==> src/rtl/pong_pkg.sv <==
// pong_pkg: FSM/direction types, default screen geometry and a centring helper
// shared by the Pong game sequencer and its paddle registers.
package pong_pkg;

    typedef enum logic [1:0] {
        SERVE = 2'd0,
        PLAY  = 2'd1,
        POINT = 2'd2,
        OVER  = 2'd3
    } state_t;

    // NEG is left on the x axis and up on the y axis; POS is right / down.
    typedef enum logic {
        DIR_NEG = 1'b0,
        DIR_POS = 1'b1
    } dir_t;

    localparam int SCREEN_W_DEF  = 640;
    localparam int SCREEN_H_DEF  = 480;
    localparam int PADDLE_W_DEF  = 5;
    localparam int PADDLE_H_DEF  = 50;
    localparam int BALL_SIZE_DEF = 4;

    function automatic logic [9:0] centre(input int span, input int size);
        return 10'((span - size) / 2);
    endfunction

    localparam logic [9:0] BALL_X_MID   = centre(SCREEN_W_DEF, BALL_SIZE_DEF);
    localparam logic [9:0] BALL_Y_MID   = centre(SCREEN_H_DEF, BALL_SIZE_DEF);
    localparam logic [9:0] PADDLE_Y_MID = centre(SCREEN_H_DEF, PADDLE_H_DEF);

endpackage

==> src/rtl/pong_paddle_ctrl.sv <==
// pong_paddle_ctrl: saturating paddle top-edge register; moves one step on an enabled
// frame, recentres on request, result visible the cycle after the enabling pulse.
module pong_paddle_ctrl
    import pong_pkg::*;
#(
    parameter int SCREEN_H    = SCREEN_H_DEF,
    parameter int PADDLE_H    = PADDLE_H_DEF,
    parameter int PADDLE_STEP = 2
) (
    input  logic       clk_i,
    input  logic       rst_i,
    input  logic       en_i,
    input  logic       recentre_i,
    input  logic       up_i,
    input  logic       dn_i,
    output logic [8:0] y_o
);

    localparam logic [8:0] Y_MAX = 9'(SCREEN_H - PADDLE_H);
    localparam logic [8:0] Y_MID = 9'(centre(SCREEN_H, PADDLE_H));
    localparam logic [8:0] STEP  = 9'(PADDLE_STEP);

    logic [8:0] y_q, y_d;

    // Limits are compared before stepping so the register never wraps.
    always_comb begin
        y_d = y_q;
        if (recentre_i) begin
            y_d = Y_MID;
        end else if (en_i && up_i && !dn_i) begin
            y_d = (y_q < STEP) ? '0 : y_q - STEP;
        end else if (en_i && dn_i && !up_i) begin
            y_d = (y_q > Y_MAX - STEP) ? Y_MAX : y_q + STEP;
        end
    end

    always_ff @(posedge clk_i or posedge rst_i) begin
        if (rst_i) begin
            y_q <= Y_MID;
        end else begin
            y_q <= y_d;
        end
    end

    assign y_o = y_q;

endmodule

==> src/rtl/pong_game_ctrl.sv <==
// pong_game_ctrl: frame-rate Pong sequencer; all state updates the cycle after frame_tick, no backpressure.
// Build option PONG_SPIN_EN: hits on the outer quarters of a paddle double the vertical ball speed.
module pong_game_ctrl
    import pong_pkg::*;
#(
    parameter int SCREEN_W     = SCREEN_W_DEF,
    parameter int SCREEN_H     = SCREEN_H_DEF,
    parameter int PADDLE_W     = PADDLE_W_DEF,
    parameter int PADDLE_H     = PADDLE_H_DEF,
    parameter int BALL_SIZE    = BALL_SIZE_DEF,
    parameter int PADDLE_STEP  = 2,
    parameter int BALL_STEP    = 1,
    parameter int SERVE_FRAMES = 60,
    parameter int SCORE_MAX    = 9
) (
    input  logic       pixel_clk,
    input  logic       reset,
    input  logic       frame_tick,
    input  logic       p1_up,
    input  logic       p1_dn,
    input  logic       p2_up,
    input  logic       p2_dn,
    output logic [9:0] ball_x,
    output logic [9:0] ball_y,
    output logic       ball_visible,
    output logic [8:0] p1_y,
    output logic [8:0] p2_y,
    output logic [3:0] score_p1,
    output logic [3:0] score_p2,
    output logic       game_over,
    output logic [1:0] state
);

    localparam logic [9:0]    BALL_X0  = centre(SCREEN_W, BALL_SIZE);
    localparam logic [9:0]    BALL_Y0  = centre(SCREEN_H, BALL_SIZE);
    localparam logic [9:0]    BSZ      = 10'(BALL_SIZE);
    localparam logic [9:0]    BSTEP    = 10'(BALL_STEP);
    localparam logic [9:0]    PH       = 10'(PADDLE_H);
    localparam logic [9:0]    SH       = 10'(SCREEN_H);
    localparam logic [9:0]    Y_BOT    = 10'(SCREEN_H - BALL_SIZE);
    localparam logic [9:0]    X_HIT_L  = 10'(PADDLE_W);
    localparam logic [9:0]    X_HIT_R  = 10'(SCREEN_W - PADDLE_W - BALL_SIZE);
    localparam logic [9:0]    X_EDGE_L = 10'(PADDLE_W + BALL_STEP);
    localparam logic [9:0]    X_EDGE_R = 10'(SCREEN_W - PADDLE_W - BALL_SIZE - BALL_STEP);
    localparam int            CW       = $clog2(SERVE_FRAMES + 1);
    localparam logic [CW-1:0] CNT_LOAD = CW'(SERVE_FRAMES);
    localparam logic [3:0]    SCORE_END = 4'(SCORE_MAX);

    state_t        state_q;
    logic [9:0]    ball_x_q, ball_y_q;
    logic          vis_q, over_q, p2_scored_q;
    logic [3:0]    score_p1_q, score_p2_q, score_d;
    logic [CW-1:0] cnt_q;
    dir_t          dx_q, dy_q;

    logic          any_btn, pad_en, pad_recentre, overlap;
    logic [9:0]    pad_y, dy_mag;
    logic [9:0]    play_x_d, play_y_d;
    dir_t          play_dx_d, play_dy_d;
    logic          play_miss;

    assign any_btn      = p1_up | p1_dn | p2_up | p2_dn;
    assign pad_en       = frame_tick && (state_q == SERVE || state_q == PLAY);
    assign pad_recentre = frame_tick && state_q == OVER && any_btn;

    pong_paddle_ctrl #(.SCREEN_H(SCREEN_H), .PADDLE_H(PADDLE_H), .PADDLE_STEP(PADDLE_STEP)) u_pad1 (
        .clk_i(pixel_clk), .rst_i(reset), .en_i(pad_en), .recentre_i(pad_recentre),
        .up_i(p1_up), .dn_i(p1_dn), .y_o(p1_y)
    );

    pong_paddle_ctrl #(.SCREEN_H(SCREEN_H), .PADDLE_H(PADDLE_H), .PADDLE_STEP(PADDLE_STEP)) u_pad2 (
        .clk_i(pixel_clk), .rst_i(reset), .en_i(pad_en), .recentre_i(pad_recentre),
        .up_i(p2_up), .dn_i(p2_dn), .y_o(p2_y)
    );

    // The paddle the ball is heading towards, at its pre-tick position.
    assign pad_y   = (dx_q == DIR_NEG) ? {1'b0, p1_y} : {1'b0, p2_y};
    assign overlap = (ball_y_q + BSZ > pad_y) && (ball_y_q < pad_y + PH);
    assign score_d = (p2_scored_q ? score_p2_q : score_p1_q) + 4'd1;

`ifdef PONG_SPIN_EN
    logic [9:0] dy_mag_q, spin_mag, ctr_row;
    assign ctr_row  = ball_y_q + 10'(BALL_SIZE / 2);
    assign spin_mag = (ctr_row < pad_y + 10'(PADDLE_H / 4) ||
                       ctr_row >= pad_y + PH - 10'(PADDLE_H / 4)) ? 10'(2 * BALL_STEP) : BSTEP;
    assign dy_mag   = dy_mag_q;
`else
    assign dy_mag   = BSTEP;
`endif

    always_comb begin
        play_x_d  = ball_x_q;
        play_y_d  = ball_y_q;
        play_dx_d = dx_q;
        play_dy_d = dy_q;
        play_miss = 1'b0;
        if (dy_q == DIR_NEG) begin
            if (ball_y_q < dy_mag) begin
                play_y_d  = '0;
                play_dy_d = DIR_POS;
            end else begin
                play_y_d  = ball_y_q - dy_mag;
            end
        end else if (ball_y_q + BSZ + dy_mag > SH) begin
            play_y_d  = Y_BOT;
            play_dy_d = DIR_NEG;
        end else begin
            play_y_d  = ball_y_q + dy_mag;
        end
        if (dx_q == DIR_NEG) begin
            if (ball_x_q >= X_EDGE_L) begin
                play_x_d  = ball_x_q - BSTEP;
            end else if (overlap) begin
                play_x_d  = X_HIT_L;
                play_dx_d = DIR_POS;
            end else begin
                play_miss = 1'b1;
            end
        end else begin
            if (ball_x_q <= X_EDGE_R) begin
                play_x_d  = ball_x_q + BSTEP;
            end else if (overlap) begin
                play_x_d  = X_HIT_R;
                play_dx_d = DIR_NEG;
            end else begin
                play_miss = 1'b1;
            end
        end
    end

    always_ff @(posedge pixel_clk or posedge reset) begin
        if (reset) begin
            state_q     <= SERVE;
            ball_x_q    <= BALL_X0;
            ball_y_q    <= BALL_Y0;
            vis_q       <= 1'b1;
            over_q      <= 1'b0;
            score_p1_q  <= '0;
            score_p2_q  <= '0;
            cnt_q       <= CNT_LOAD;
            dx_q        <= DIR_NEG;
            dy_q        <= DIR_POS;
            p2_scored_q <= 1'b0;
`ifdef PONG_SPIN_EN
            dy_mag_q    <= BSTEP;
`endif
        end else if (frame_tick) begin
            case (state_q)
                SERVE: begin
                    if (cnt_q <= CW'(1)) begin
                        cnt_q   <= '0;
                        state_q <= PLAY;
                    end else begin
                        cnt_q   <= cnt_q - CW'(1);
                    end
                end
                PLAY: begin
                    ball_x_q <= play_x_d;
                    ball_y_q <= play_y_d;
                    dx_q     <= play_dx_d;
                    dy_q     <= play_dy_d;
                    if (play_miss) begin
                        state_q     <= POINT;
                        vis_q       <= 1'b0;
                        p2_scored_q <= (dx_q == DIR_NEG);
                    end
`ifdef PONG_SPIN_EN
                    if (play_dx_d != dx_q) dy_mag_q <= spin_mag;
`endif
                end
                POINT: begin
                    if (p2_scored_q) score_p2_q <= score_d;
                    else             score_p1_q <= score_d;
                    if (score_d == SCORE_END) begin
                        state_q <= OVER;
                        over_q  <= 1'b1;
                    end else begin
                        state_q  <= SERVE;
                        vis_q    <= 1'b1;
                        ball_x_q <= BALL_X0;
                        ball_y_q <= BALL_Y0;
                        cnt_q    <= CNT_LOAD;
                        // Serve towards the player who just conceded.
                        dx_q     <= p2_scored_q ? DIR_NEG : DIR_POS;
`ifdef PONG_SPIN_EN
                        dy_mag_q <= BSTEP;
`endif
                    end
                end
                OVER: begin
                    if (any_btn) begin
                        state_q    <= SERVE;
                        over_q     <= 1'b0;
                        vis_q      <= 1'b1;
                        score_p1_q <= '0;
                        score_p2_q <= '0;
                        ball_x_q   <= BALL_X0;
                        ball_y_q   <= BALL_Y0;
                        cnt_q      <= CNT_LOAD;
                        dx_q       <= DIR_NEG;
                        dy_q       <= DIR_POS;
`ifdef PONG_SPIN_EN
                        dy_mag_q   <= BSTEP;
`endif
                    end
                end
                default: state_q <= SERVE;
            endcase
        end
    end

    assign ball_x       = ball_x_q;
    assign ball_y       = ball_y_q;
    assign ball_visible = vis_q;
    assign score_p1     = score_p1_q;
    assign score_p2     = score_p2_q;
    assign game_over    = over_q;
    assign state        = state_q;

endmodule

==> config.mk <==
export PLATFORM = sky130hd
export DESIGN_NAME = pong_game_ctrl
export DESIGN_NICKNAME = d
export VERILOG_FILES = /design/src/rtl/pong_pkg.sv /design/src/rtl/pong_paddle_ctrl.sv /design/src/rtl/pong_game_ctrl.sv
export SDC_FILE = /design/constraint.sdc
export NUM_CORES = 1
export LEC_CHECK = 0
export BUFFER_PORTS_ARGS = -buffer_cell sky130_fd_sc_hd__buf_2
export CORE_MARGIN = 2
export CORE_UTILIZATION = 60
export DETAILED_ROUTE_END_ITERATION = 8
export PLACE_DENSITY = 0.9
export SLEW_MARGIN = 15
export SYNTH_ARGS = -nofsm -noshare
export SYNTH_HDL_FRONTEND = slang
export SYNTH_SLANG_ARGS = --single-unit
export TNS_END_PERCENT = 10
==> constraint.sdc <==
create_clock -name pixel_clk -period 8 [get_ports pixel_clk]
set_clock_uncertainty 0.2 [all_clocks]
set_input_delay 1.6 -clock pixel_clk [delete_from_list [all_inputs] [get_ports pixel_clk]]
set_output_delay 1.6 -clock pixel_clk [all_outputs]
set_load 0.02 [all_outputs]
==> run_results.csv, run 1 <==
group,metric,value,unit
outcome,run_status,"finished, final reports clean",
pwr,share_clk_of_total_power,15.6,%
setup_path,r2r.worst_path.cells,13,
setup_path,worst-r2r-setup-slack,3.81,ns
logic_synthesis,synth_compound_area_share,24.8,%
logic_synthesis,postSynthNetCount,747,
global_routing,grt_first_pass_wirelength,24600,um
global_routing,overflow,0,
timing,final.min_clock_period,4.19,ns
logic_synthesis,largest_family_of_logic_cells_by_synthesized_area,"compound AO/OA/AOI/OAI gates",
setup_path,critPathKind,"reg2reg",
pwr,power_report.internal_total,1.00,mW
worst_hold_path,hp-start,"cnt_q[1]$_DFFE_PP0P_",
finish,layout.nets,775,
setup_path,crit_arrival,4.25,ns
timing,fmaxAchievable,239,MHz
routing,dr.pass1.iters,5,
finish,area.sequential,1510,um^2
floorplan,placementRows,34,
timing,worst_slack,3.81,ns
logic_synthesis,netlist_area,5500,um^2
logic_synthesis,synth_fa_ha_area_share,8.19,%
finish,flow.area_growth_from_synthesis,8.76,%
clock_network,post_cts_buffers,0,
clock_network,clock_tree.root_cell,"sky130_fd_sc_hd__clkbuf_8",
timing,timing.max_slew.rel_slack,25.4,%
floorplan,fp.dieW,99.7,um
finish,antenna-diode-count,0,
logic_synthesis,yosys_warnings,0,
finish,layout_commonest_cell,"sky130_fd_sc_hd__nor2_1",
timing,finalHoldViolCount,0,
pwr,power.net_switching,0.970,mW
setup_path,crit_path_start_kind,"flip-flop",
global_routing,first_global_vias,5219,
routing,drtAntennaViolNets,0,
pwr,power.share.combinational,51.5,%
timing,total_setup_violations_reported_at_the_end_of_the_flow,0,
timing,rsz0062_at_grt,"no",
setup_path,worstReg2RegStart,"dx_q$_DFFE_PP0P_",
finish,share_of_final_layout_standard_cells_stronger_than_drive_strength_1,16.1,%
routing,detail_route.iter0.violations,677,
floorplan,placeableCoreArea,8810,um^2
floorplan,start_util,62.4,%
clock_network,clk_pin_slew_worst_paths,0.07,ns
routing,drt_drc_violations_left,0,
run,cap_violations,0,
finish,mostFrequentLayoutCells,"sky130_fd_sc_hd__nor2_1 (71), sky130_fd_sc_hd__nand2_1 (68), sky130_fd_sc_hd__o21ai_0 (58)",
routing,num_vias,5635,
clock_network,tritoncts_num_sinks,59,
floorplan,top_level_port_count,57,
place,buffer_ports.inserted,56,
finish,stdcell_count,845,
finish,multi_input_gate_area,3660,um^2
logic_synthesis,synth_enable_flop_cells,0,
place,hpwlAfterDp,10700,um
clock_network,tritoncts.num_buffers,9,
setup_path,worst_r2r_endpoint,"ball_x[8]$_DFFE_PP1P_",
global_routing,gr-usage-all-layers,30.4,%
clock_network,tritoncts,"built",
clock_network,post_cts_resized,0,
timing,tns,0,ns
clock_network,count_of_h_tree_levels_built_during_cts,3,
routing,viasPerCell,6.67,
global_routing,pin_count_of_the_biggest_net_entering_global_routing,60,
setup_path,timing.critical_path.to_type,"flip-flop",
global_routing,initial_antenna_violation_count,0,
timing,timing_max_transition_violations_final,0,
place,gpl_wtd_cong,1.04,
logic_synthesis,synth_mux_area_share,4.80,%
pwr,seq_power_share,32.9,%
logic_synthesis,postSynthRegisterBits,59,
pwr,p_leak,2.72,nW
logic_synthesis,yosysUniqueCellTypes,71,
setup_path,worst-endpoint-required,8.06,ns
logic_synthesis,share_of_flip_flops_with_an_asynchronous_set_or_reset_after_synthesis,100,%
logic_synthesis,post_synth_and_or_nand_nor_area_fraction,24.2,%
logic_synthesis,xor_xnor_cell_area_share_of_the_yosys_netlist,4.62,%
finish,fillers,715,
clock_network,holdBufCountCts,0,
floorplan,die_area,9940,um^2
pwr,power.ir.vdd_worst,0.175,mV
timing,finalCritPeriodShare,52.4,%
pwr,power_density,330,nW/um^2
timing,tightestPinTransition,1.10,ns
clock_network,deepest_clock_path_buffer_count,2,
finish,finalCoreUtilization,67.9,%
clock_network,clk-insertion-delay-late,0.35,ns
setup_path,timing.critical_path.fanout_max,32,
place,placement.setup.worst_slack,3.98,ns
routing,routed_wirelength,14900,um
routing,route.detailed.wl_per_inst,17.7,um
worst_hold_path,holdPathEnd,"cnt_q[1]$_DFFE_PP0P_",
logic_synthesis,synth_top_flop_cell,"sky130_fd_sc_hd__dfstp_2",
floorplan,die_h,99.7,um
logic_synthesis,synth_seq_area_share,27.5,%
worst_hold_path,min_delay_path_depth,2,
logic_synthesis,synth.avg_cell_area,7.81,um^2
place,placed_instance_count,829,
logic_synthesis,synthCells,704,
worst_hold_path,min-delay-path-class,"reg2reg",
pwr,switching_share,49.2,%
synth_stat cells, drive strengths merged, types with 12 or more instances:
cell	count	area (um^2)
nor3	29	150
nand2	68	255
xor2	14	123
nand3	19	95.1
mux2i	20	200
dfrtp	29	726
dfstp	30	788
clkbuf	35	131
ha	36	450
nor2b	12	75.1
o21ai	58	290
nor2	71	267
xnor2	15	131
a21oi	50	250
inv	39	146
registers in the layout, summed over array words and instances (netlist names), 2 cells and up:
| name | flops |
|---|---|
| u_pad1.y_o | 9 |
| cnt_q | 6 |
| ball_x | 10 |
| ball_y | 10 |
| u_pad2.y_o | 9 |
| state | 2 |
| score_p2 | 4 |
| score_p1 | 4 |
worst max-delay path by stage:
stage,from,to,cells past startpoint
floorplan,ball_y[2]$_DFFE_PP1P_,ball_x[9]$_DFFE_PP0P_,10
global placement,dx_q$_DFFE_PP0P_,ball_x[8]$_DFFE_PP1P_,13
detailed placement,dx_q$_DFFE_PP0P_,ball_x[8]$_DFFE_PP1P_,13
CTS,dx_q$_DFFE_PP0P_,ball_x[8]$_DFFE_PP1P_,13
global route,dx_q$_DFFE_PP0P_,ball_x[8]$_DFFE_PP1P_,12
finish,dx_q$_DFFE_PP0P_,ball_x[8]$_DFFE_PP1P_,13
cell families (layout without fill, tap and decap cells):
family,count (synthesis),in the layout
mux,25,25
simple gates,266,266
xor+xnor,29,29
compound gates,208,208
fa+ha+maj,36,36
buf+inv,81,114
flops,59,59
metal layers:
metal | track usage, % | wire length (um) | vias to the layer above
li1 | - | - | 2629
met1 | 40.3 | 6210 | 2627
met2 | 49.0 | 7140 | 321
met3 | 5.83 | 1160 | 58
met4 | 12.1 | 433 | 0
met5 | 0 | 0 | -
layout make-up:
class                   instances  share of cell area (%)
well taps                     108                    2.26
clock inverters                 6                    1.51
multi-input cells             564                    61.3
flip-flops and latches         59                    25.3
repair buffers                 59                    5.06
clock buffers                  10                    2.13
inverters                      39                    2.45
power by group through the flow:
stage                     clock network, mW  registers, mW  logic (mW)
after floorplan                           0          0.599       0.766
after global placement                    0          0.634       0.949
after detailed placement                  0          0.644       0.990
after CTS                             0.313          0.639        1.00
after global routing                  0.327          0.669        1.12
final                                 0.308          0.649        1.02
worst max-delay path: stages, from the launching register on:
cell                        delay, ns
sky130_fd_sc_hd__dfrtp_1         0.40
sky130_fd_sc_hd__buf_4           0.39
sky130_fd_sc_hd__mux2i_1         0.45
sky130_fd_sc_hd__o21a_1          0.24
sky130_fd_sc_hd__a21oi_1         0.11
sky130_fd_sc_hd__xor2_1          0.18
sky130_fd_sc_hd__ha_1            0.31
sky130_fd_sc_hd__a21o_1          0.17
sky130_fd_sc_hd__a21o_1          0.18
sky130_fd_sc_hd__a221oi_1        0.38
sky130_fd_sc_hd__nor2_1          0.08
sky130_fd_sc_hd__a21oi_1         0.61
sky130_fd_sc_hd__o221ai_1        0.21
sky130_fd_sc_hd__o2bb2ai_1       0.19
metrics by stage:
step / area [um^2] / hold WS (ns) / total power [mW]
after floorplan: 5500 / 0.271 / 1.36
final: 5980 / 0.307 / 1.97
after global placement: 5760 / 0.288 / 1.58
after CTS: 5980 / 0.309 / 1.95
after detailed placement: 5760 / 0.293 / 1.63
after global routing: 5980 / 0.331 / 2.12
Power figures use the tool's default switching activity.
==> run 2: changes to the inputs <==
Settings changed: ABC_AREA set to 1, CORE_UTILIZATION 60 to 55, PLACE_DENSITY 0.9 to 0.87.
Clock period 8 ns to 3.76 ns, I/O delays scaled along.
==> run 2 against run 1 <==
  * Sequential power rose by 140%
  * Global-route usage decreased by 4.5 points
  * Critical path type unchanged
  * Synthesized cell count rose by 11%
  * Utilization is 5.4 points lower
  * Hold slack worse by 0.046 ns
  * Flip-flop and latch count unchanged
  * Die area grew 8.5%
  * Cell count rose by 15%
  * Synthesized area is 0.18% lower
  * Register-to-register slack got worse by 3.5 ns
==> run_results.csv, run 2 <==
group,metric,value,unit
outcome,run_status,"finished, final reports clean",
setup_path,crit_buf_inv,1,
routing,routed_wirelength,13900,um
clock_network,tritoncts.num_buffers,9,
pwr,seq_power_share,24.3,%
setup_path,timing.critical_path.slowest_stage_cell,"sky130_fd_sc_hd__dfrtp_1",
pwr,switching_share,55.5,%
routing,num_vias,5362,
logic_synthesis,synth_area_leaders,"sky130_fd_sc_hd__dfstp_2 (14%), sky130_fd_sc_hd__dfrtp_1 (13%), sky130_fd_sc_hd__nand2_1 (12%)",
logic_synthesis,netlist.area_leader.share,14.4,%
place,hpwlAfterDp,10300,um
worst_hold_path,min-delay-path-class,"reg2reg",
timing,timing.max_slew.rel_slack,38.3,%
timing,total_setup_violations_reported_at_the_end_of_the_flow,0,
timing,fmaxAchievable,287,MHz
clock_network,holdBufCountCts,0,
logic_synthesis,share_of_flip_flops_with_an_asynchronous_set_or_reset_after_synthesis,100,%
floorplan,fp.dieW,104,um
finish,finalCoreUtilization,62.5,%
logic_synthesis,yosysUniqueCellTypes,63,
setup_path,worst-endpoint-required,3.84,ns
place,gpl_wtd_cong,0.941,
pwr,power.net_switching,3.58,mW
setup_path,worst-r2r-setup-slack,0.28,ns
logic_synthesis,post_synth_and_or_nand_nor_area_fraction,30.5,%
finish,layout.nets,879,
clock_network,post_cts_buffers,0,
clock_network,post_cts_resized,0,
routing,route.detailed.wl_per_inst,14.2,um
logic_synthesis,synthCells,778,
setup_path,crit_path_start_kind,"flip-flop",
timing,tightestPinTransition,0.924,ns
finish,flow.area_growth_from_synthesis,10.9,%
logic_synthesis,largest_family_of_logic_cells_by_synthesized_area,"simple AND/OR/NAND/NOR gates",
logic_synthesis,synth.avg_cell_area,7.05,um^2
timing,final.min_clock_period,3.48,ns
floorplan,die_h,104,um
run,cap_violations,0,
finish,antenna-diode-count,0,
logic_synthesis,synth_common_cells,"sky130_fd_sc_hd__nand2_1 (177), sky130_fd_sc_hd__inv_1 (108), sky130_fd_sc_hd__nor2_1 (70)",
finish,mostFrequentLayoutCells,"sky130_fd_sc_hd__nand2_1 (177), sky130_fd_sc_hd__inv_1 (107), sky130_fd_sc_hd__nor2_1 (69)",
setup_path,critical-path-top-cell-by-count,"sky130_fd_sc_hd__nand2_1",
finish,layout_commonest_cell,"sky130_fd_sc_hd__nand2_1",
clock_network,clk-insertion-delay-late,0.36,ns
pwr,power_report.internal_total,2.88,mW
finish,design_area,6080,um^2
routing,drt_drc_violations_left,0,
logic_synthesis,xor_xnor_cell_area_share_of_the_yosys_netlist,4.74,%
pwr,p_leak,3.06,nW
timing,finalHoldViolCount,0,
global_routing,overflow,0,
routing,dr.pass1.iters,6,
logic_synthesis,synth_mux_area_share,0.616,%
routing,detail_route.iter0.violations,439,
setup_path,slowest_cell_delay_on_critical_path,0.60,ns
global_routing,grt_first_pass_wirelength,23200,um
logic_synthesis,synth_fa_ha_area_share,8.21,%
clock_network,count_of_h_tree_levels_built_during_cts,3,
clock_network,deepest_clock_path_buffer_count,2,
place,post_dp_cell_area,5860,um^2
place,buffer_ports.inserted,56,
clock_network,clock_tree.root_cell,"sky130_fd_sc_hd__clkbuf_8",
setup_path,path_cells,"o21ai_0, inv_1, ha_1, nand2_1, nand2_1, nand2_1, or3_1, ha_1, nand4_1, nor4_2, nor2_2, nand2_1, nand3_4, nand2_8, nand2_1, o21ai_2",
floorplan,die_area,10800,um^2
logic_synthesis,synth_compound_area_share,18.0,%
setup_path,crit_arrival,3.56,ns
floorplan,placementRows,36,
floorplan,top_level_port_count,57,
logic_synthesis,postSynthNetCount,821,
finish,fillers,870,
logic_synthesis,synth_top_flop_cell,"sky130_fd_sc_hd__dfstp_2",
global_routing,first_global_vias,4990,
routing,viasPerCell,5.51,
clock_network,clk_pin_slew_worst_paths,0.07,ns
pwr,power.share.combinational,66.4,%
logic_synthesis,synth_enable_flop_cells,0,
global_routing,initial_antenna_violation_count,0,
logic_synthesis,synthDominantAreaCellType,"sky130_fd_sc_hd__dfstp_2",
setup_path,timing.critical_path.fanout_max,17,
timing,timing_max_transition_violations_final,0,
routing,drtAntennaViolNets,0,
global_routing,gr-usage-all-layers,25.9,%
logic_synthesis,netlist_area,5490,um^2
logic_synthesis,postSynthRegisterBits,59,
setup_path,timing.critical_path.to_type,"flip-flop",
pwr,power_density,1060,nW/um^2
timing,tns,0,ns
logic_synthesis,synth_seq_area_share,27.6,%
floorplan,placeableCoreArea,9730,um^2
clock_network,tritoncts_num_sinks,59,
setup_path,critPathKind,"reg2reg",
clock_network,tritoncts,"built",
floorplan,start_util,56.4,%
logic_synthesis,synthMostInstantiatedCell,"sky130_fd_sc_hd__nand2_1",
timing,finalCritPeriodShare,92.6,%
setup_path,crit_family,"simple AND/OR/NAND/NOR gates",
pwr,power.ir.vdd_worst,0.565,mV
pwr,share_clk_of_total_power,9.3,%
finish,share_of_final_layout_standard_cells_stronger_than_drive_strength_1,21.0,%
global_routing,pin_count_of_the_biggest_net_entering_global_routing,45,
logic_synthesis,yosys_warnings,0,
run 2: cell types whose count changed after synthesis, moves of 15 or more:
cell / before / now
sky130_fd_sc_hd__clkbuf_1: 35 / 5
sky130_fd_sc_hd__nand3_1: 19 / 51
sky130_fd_sc_hd__inv_1: 39 / 108
sky130_fd_sc_hd__mux2i_1: 20 / 0
sky130_fd_sc_hd__nand2_1: 68 / 177
sky130_fd_sc_hd__nor3_1: 28 / 13
sky130_fd_sc_hd__a21oi_1: 50 / 34
run 2: through the flow:
step	instances	setup WS [ns]	total power, mW	hold WS, ns
after floorplan	778	0.551	4.78	0.252
after global placement	957	0.524	5.63	0.248
after detailed placement	957	0.343	5.73	0.254
after CTS	973	0.325	6.37	0.264
after global routing	974	-0.00263	7.10	0.291
final	974	0.279	6.46	0.261
run 2: layout make-up:
class                      instances  area (um^2)  share of cell area, %
clock inverter                     5         63.8                   1.05
tap                              133          166                   2.74
multi-input combinational        584         3430                   56.4
timing repair buffer              60          310                   5.10
clock buffer                      11          131                   2.16
inverter                         122          463                   7.61
sequential                        59         1510                   24.9
run 2: cell families (layout without fill, tap and decap cells):
| logic type | count (synthesis) | in the layout |
|---|---|---|
| compound gates | 157 | 157 |
| flops | 59 | 59 |
| mux | 3 | 3 |
| simple gates | 359 | 360 |
| xor+xnor | 28 | 28 |
| fa+ha+maj | 36 | 36 |
| buf+inv | 136 | 198 |
run 2: routing by layer:
layer	track usage [%]	vias up	routed length (um)
met2	44.0	224	6710
met3	5.14	24	1010
met4	7.63	0	179
li1	-	2693	-
met5	0	-	0
met1	33.4	2421	5980
run 2: worst paths after layout:
path,from,endpoint,depth (start not counted)
worst max register to register,dx_q$_DFFE_PP0P_,ball_x[0]$_DFFE_PP0P_,16
min in group asynchronous,reset,u_pad1.y_o[3]$_DFFE_PP0P_,2
worst min register to register,ball_visible$_DFFE_PP1P_,ball_visible$_DFFE_PP1P_,2
max in group asynchronous,reset,ball_y[7]$_DFFE_PP1P_,3
worst min-delay path,ball_visible$_DFFE_PP1P_,ball_visible$_DFFE_PP1P_,2
worst max-delay path,dx_q$_DFFE_PP0P_,ball_x[0]$_DFFE_PP0P_,16
run 2: worst reg2reg max path, cell delays in order, from the launching register on:
cell and delay, ns:
sky130_fd_sc_hd__dfrtp_1 0.60, sky130_fd_sc_hd__o21ai_0 0.26, sky130_fd_sc_hd__inv_1 0.14, sky130_fd_sc_hd__ha_1 0.19, sky130_fd_sc_hd__nand2_1 0.10, sky130_fd_sc_hd__nand2_1 0.08, sky130_fd_sc_hd__nand2_1 0.08, sky130_fd_sc_hd__or3_1 0.33
sky130_fd_sc_hd__ha_1 0.32, sky130_fd_sc_hd__nand4_1 0.13, sky130_fd_sc_hd__nor4_2 0.28, sky130_fd_sc_hd__nor2_2 0.09, sky130_fd_sc_hd__nand2_1 0.14, sky130_fd_sc_hd__nand3_4 0.18, sky130_fd_sc_hd__nand2_8 0.17, sky130_fd_sc_hd__nand2_1 0.07
sky130_fd_sc_hd__o21ai_2 0.06
run 2: power by group through the flow:
stage	sequential, mW	combinational, mW	clock, mW
3_5_place_dp	1.57	4.16	0
4_1_cts	1.56	4.20	0.617
3_3_place_gp	1.55	4.08	0
2_1_floorplan	1.66	3.12	0
6_report	1.57	4.29	0.604
5_1_grt	1.62	4.83	0.646
==> run 3: changes to the inputs <==
Settings changed: CORE_UTILIZATION 55 to 56, CTS_BUF_LIST set to sky130_fd_sc_hd__clkbuf_8, CTS_CLUSTER_SIZE set to 24, PLACE_DENSITY 0.87 to 0.88.
==> run 3 against run 2 <==
  * Total power rose by 0.90%
  * Non-clock buffer count did not move
  * Utilization rose by 0.66 points
  * Die area fell by 1.7%
  * Global-route usage rose by 2.5 points
  * Critical path depth rose by 2
  * Wire length rose by 2.1%
  * Fmax rose by 0.63%
  * Hold slack got worse by 0.14 ns
  * Largest power group unchanged
  * Highest routed layer unchanged
==> run_results.csv, run 3 (synthesized netlist as in run 2, its figures left out) <==
group,metric,value,unit
place,hpwlAfterDp,10600,um
timing,fmaxAchievable,289,MHz
finish,flow.area_growth_from_synthesis,11.0,%
finish,layout.nets,878,
clock_network,clk-insertion-delay-late,0.35,ns
floorplan,placeableCoreArea,9640,um^2
finish,antenna-diode-count,0,
run,cap_violations,0,
pwr,power,6.52,mW
floorplan,die_h,103,um
place,gpl_wtd_cong,0.952,
outcome,run_status,"finished, final reports clean",
timing,timing.max_slew.rel_slack,63.7,%
floorplan,die_area,10600,um^2
finish,mostFrequentLayoutCells,"sky130_fd_sc_hd__nand2_1 (177), sky130_fd_sc_hd__inv_1 (107), sky130_fd_sc_hd__nor2_1 (70)",
place,placed_instance_count,957,
finish,stdcell_count,973,
pwr,power_report.internal_total,2.93,mW
finish,fillers,862,
pwr,switching_share,55.1,%
timing,finalHoldViolCount,0,
pwr,share_clk_of_total_power,10.5,%
global_routing,gr-usage-all-layers,28.3,%
setup_path,worst-endpoint-required,3.84,ns
setup_path,crit_arrival,3.54,ns
pwr,power.net_switching,3.59,mW
timing,rsz0062_at_grt,"yes",
setup_path,crit_path_start_kind,"flip-flop",
place,buffer_ports.inserted,56,
routing,viasPerCell,5.68,
pwr,seq_power_share,24.1,%
setup_path,timing.critical_path.slowest_stage_cell,"sky130_fd_sc_hd__dfstp_2",
global_routing,initial_antenna_violation_count,0,
routing,route.detailed.wl_per_inst,14.6,um
setup_path,crit_family,"simple AND/OR/NAND/NOR gates",
floorplan,placementRows,36,
clock_network,deepest_clock_path_buffer_count,2,
setup_path,timing.critical_path.fanout_max,19,
pwr,p_leak,3.06,nW
timing,finalCritPeriodShare,92.0,%
global_routing,first_global_vias,5158,
clock_network,post_cts_resized,0,
timing,tightestPinTransition,0.544,ns
routing,detail_route.iter0.violations,491,
setup_path,cp-startpoint,"u_pad2.y_o[1]$_DFFE_PP1P_",
setup_path,crit_buf_inv,2,
setup_path,critical-path-top-cell-by-count,"sky130_fd_sc_hd__nand2_1",
global_routing,overflow,0,
clock_network,clk_pin_slew_worst_paths,0.08,ns
pwr,power_density,1070,nW/um^2
routing,dr.pass1.iters,6,
routing,drt_drc_violations_left,0,
setup_path,worst_r2r_endpoint,"ball_x[1]$_DFFE_PP1P_",
clock_network,post_cts_buffers,0,
clock_network,clock_tree.root_cell,"sky130_fd_sc_hd__clkbuf_8",
timing,timing_max_transition_violations_final,0,
setup_path,timing.critical_path.to_type,"flip-flop",
routing,drtAntennaViolNets,0,
clock_network,tritoncts.num_buffers,9,
timing,final.min_clock_period,3.46,ns
clock_network,count_of_h_tree_levels_built_during_cts,3,
routing,num_vias,5525,
finish,layout_commonest_cell,"sky130_fd_sc_hd__nand2_1",
routing,routed_wirelength,14200,um
timing,total_setup_violations_reported_at_the_end_of_the_flow,0,
setup_path,slowest_cell_delay_on_critical_path,0.57,ns
worst_hold_path,min-delay-path-class,"in2async",
finish,finalCoreUtilization,63.2,%
global_routing,grt_first_pass_wirelength,24200,um
clock_network,tritoncts,"built",
setup_path,worstReg2RegStart,"u_pad2.y_o[1]$_DFFE_PP1P_",
setup_path,critPathKind,"reg2reg",
global_routing,pin_count_of_the_biggest_net_entering_global_routing,32,
pwr,power.ir.vdd_worst,0.580,mV
floorplan,start_util,56.9,%
clock_network,tritoncts_num_sinks,59,
pwr,power.share.combinational,65.4,%
setup_path,path_cells,"inv_1, nand2_1, o21ai_0, inv_1, ha_1, nand2_1, nand2_1, nand2_1, or3_1, ha_1, nand4_1, nor4_2, nor2_1, nand2_1, nand3_4, nand2_8, nand2_1, o21ai_2",
floorplan,fp.dieW,103,um
setup_path,worst-r2r-setup-slack,0.30,ns
setup_path,r2r.worst_path.cells,18,
clock_network,holdBufCountCts,0,
finish,share_of_final_layout_standard_cells_stronger_than_drive_strength_1,21.1,%
floorplan,top_level_port_count,57,
run 3: changes by cell type in the layout (fill, tap and decap cells not counted), sizes merged:
cell and change:
clkinvlp +1, clkbuf -2, inv +1, clkinv -1, nand2 -1, bufinv +1
run 3: final cells by class:
class,count,area [um^2],share of cell area (%)
clock inverter,7,101,1.66
tap,133,166,2.73
multi-input combinational,583,3410,56.0
timing repair buffer,60,310,5.10
clock buffer,9,124,2.03
inverter,122,463,7.60
sequential,59,1510,24.9
run 3: how the worst max path moves through the flow:
stage,endpoint,slack [ns],cells after the start
floorplan,ball_x[0]$_DFFE_PP0P_,0.55,19
finish,ball_x[1]$_DFFE_PP1P_,0.30,18
global route,p2_scored_q$_DFFE_PP0P_,-0.01,17
CTS,ball_x[1]$_DFFE_PP1P_,0.27,18
detailed placement,ball_x[1]$_DFFE_PP1P_,0.29,18
global placement,ball_x[7]$_DFFE_PP0P_,0.54,18
run 3: power groups by stage:
stage	clock network, mW	logic, mW	registers [mW]
6_report	0.681	4.26	1.57
5_1_grt	0.721	4.81	1.62
4_1_cts	0.683	4.20	1.56
3_5_place_dp	0	4.16	1.56
3_3_place_gp	0	4.07	1.55
2_1_floorplan	0	3.12	1.66
run 3: stage by stage:
stage          setup slack (ns)  hold WS [ns]  cell area, um^2  TNS [ns]
2_1_floorplan             0.551         0.252             5490         0
3_3_place_gp              0.537         0.257             5860         0
3_5_place_dp              0.291         0.262             5860         0
4_1_cts                   0.266         0.118             6080         0
5_1_grt                 -0.0103         0.135             6090   -0.0293
6_report                  0.301         0.122             6090         0
run 3: routing by layer:
layer | vias to the layer above | global-route usage, % | wire, um
met2 | 233 | 46.9 | 6900
met4 | 0 | 10.4 | 364
met5 | - | 0 | 0
li1 | 2691 | - | -
met3 | 45 | 3.86 | 986
met1 | 2556 | 37.9 | 5920
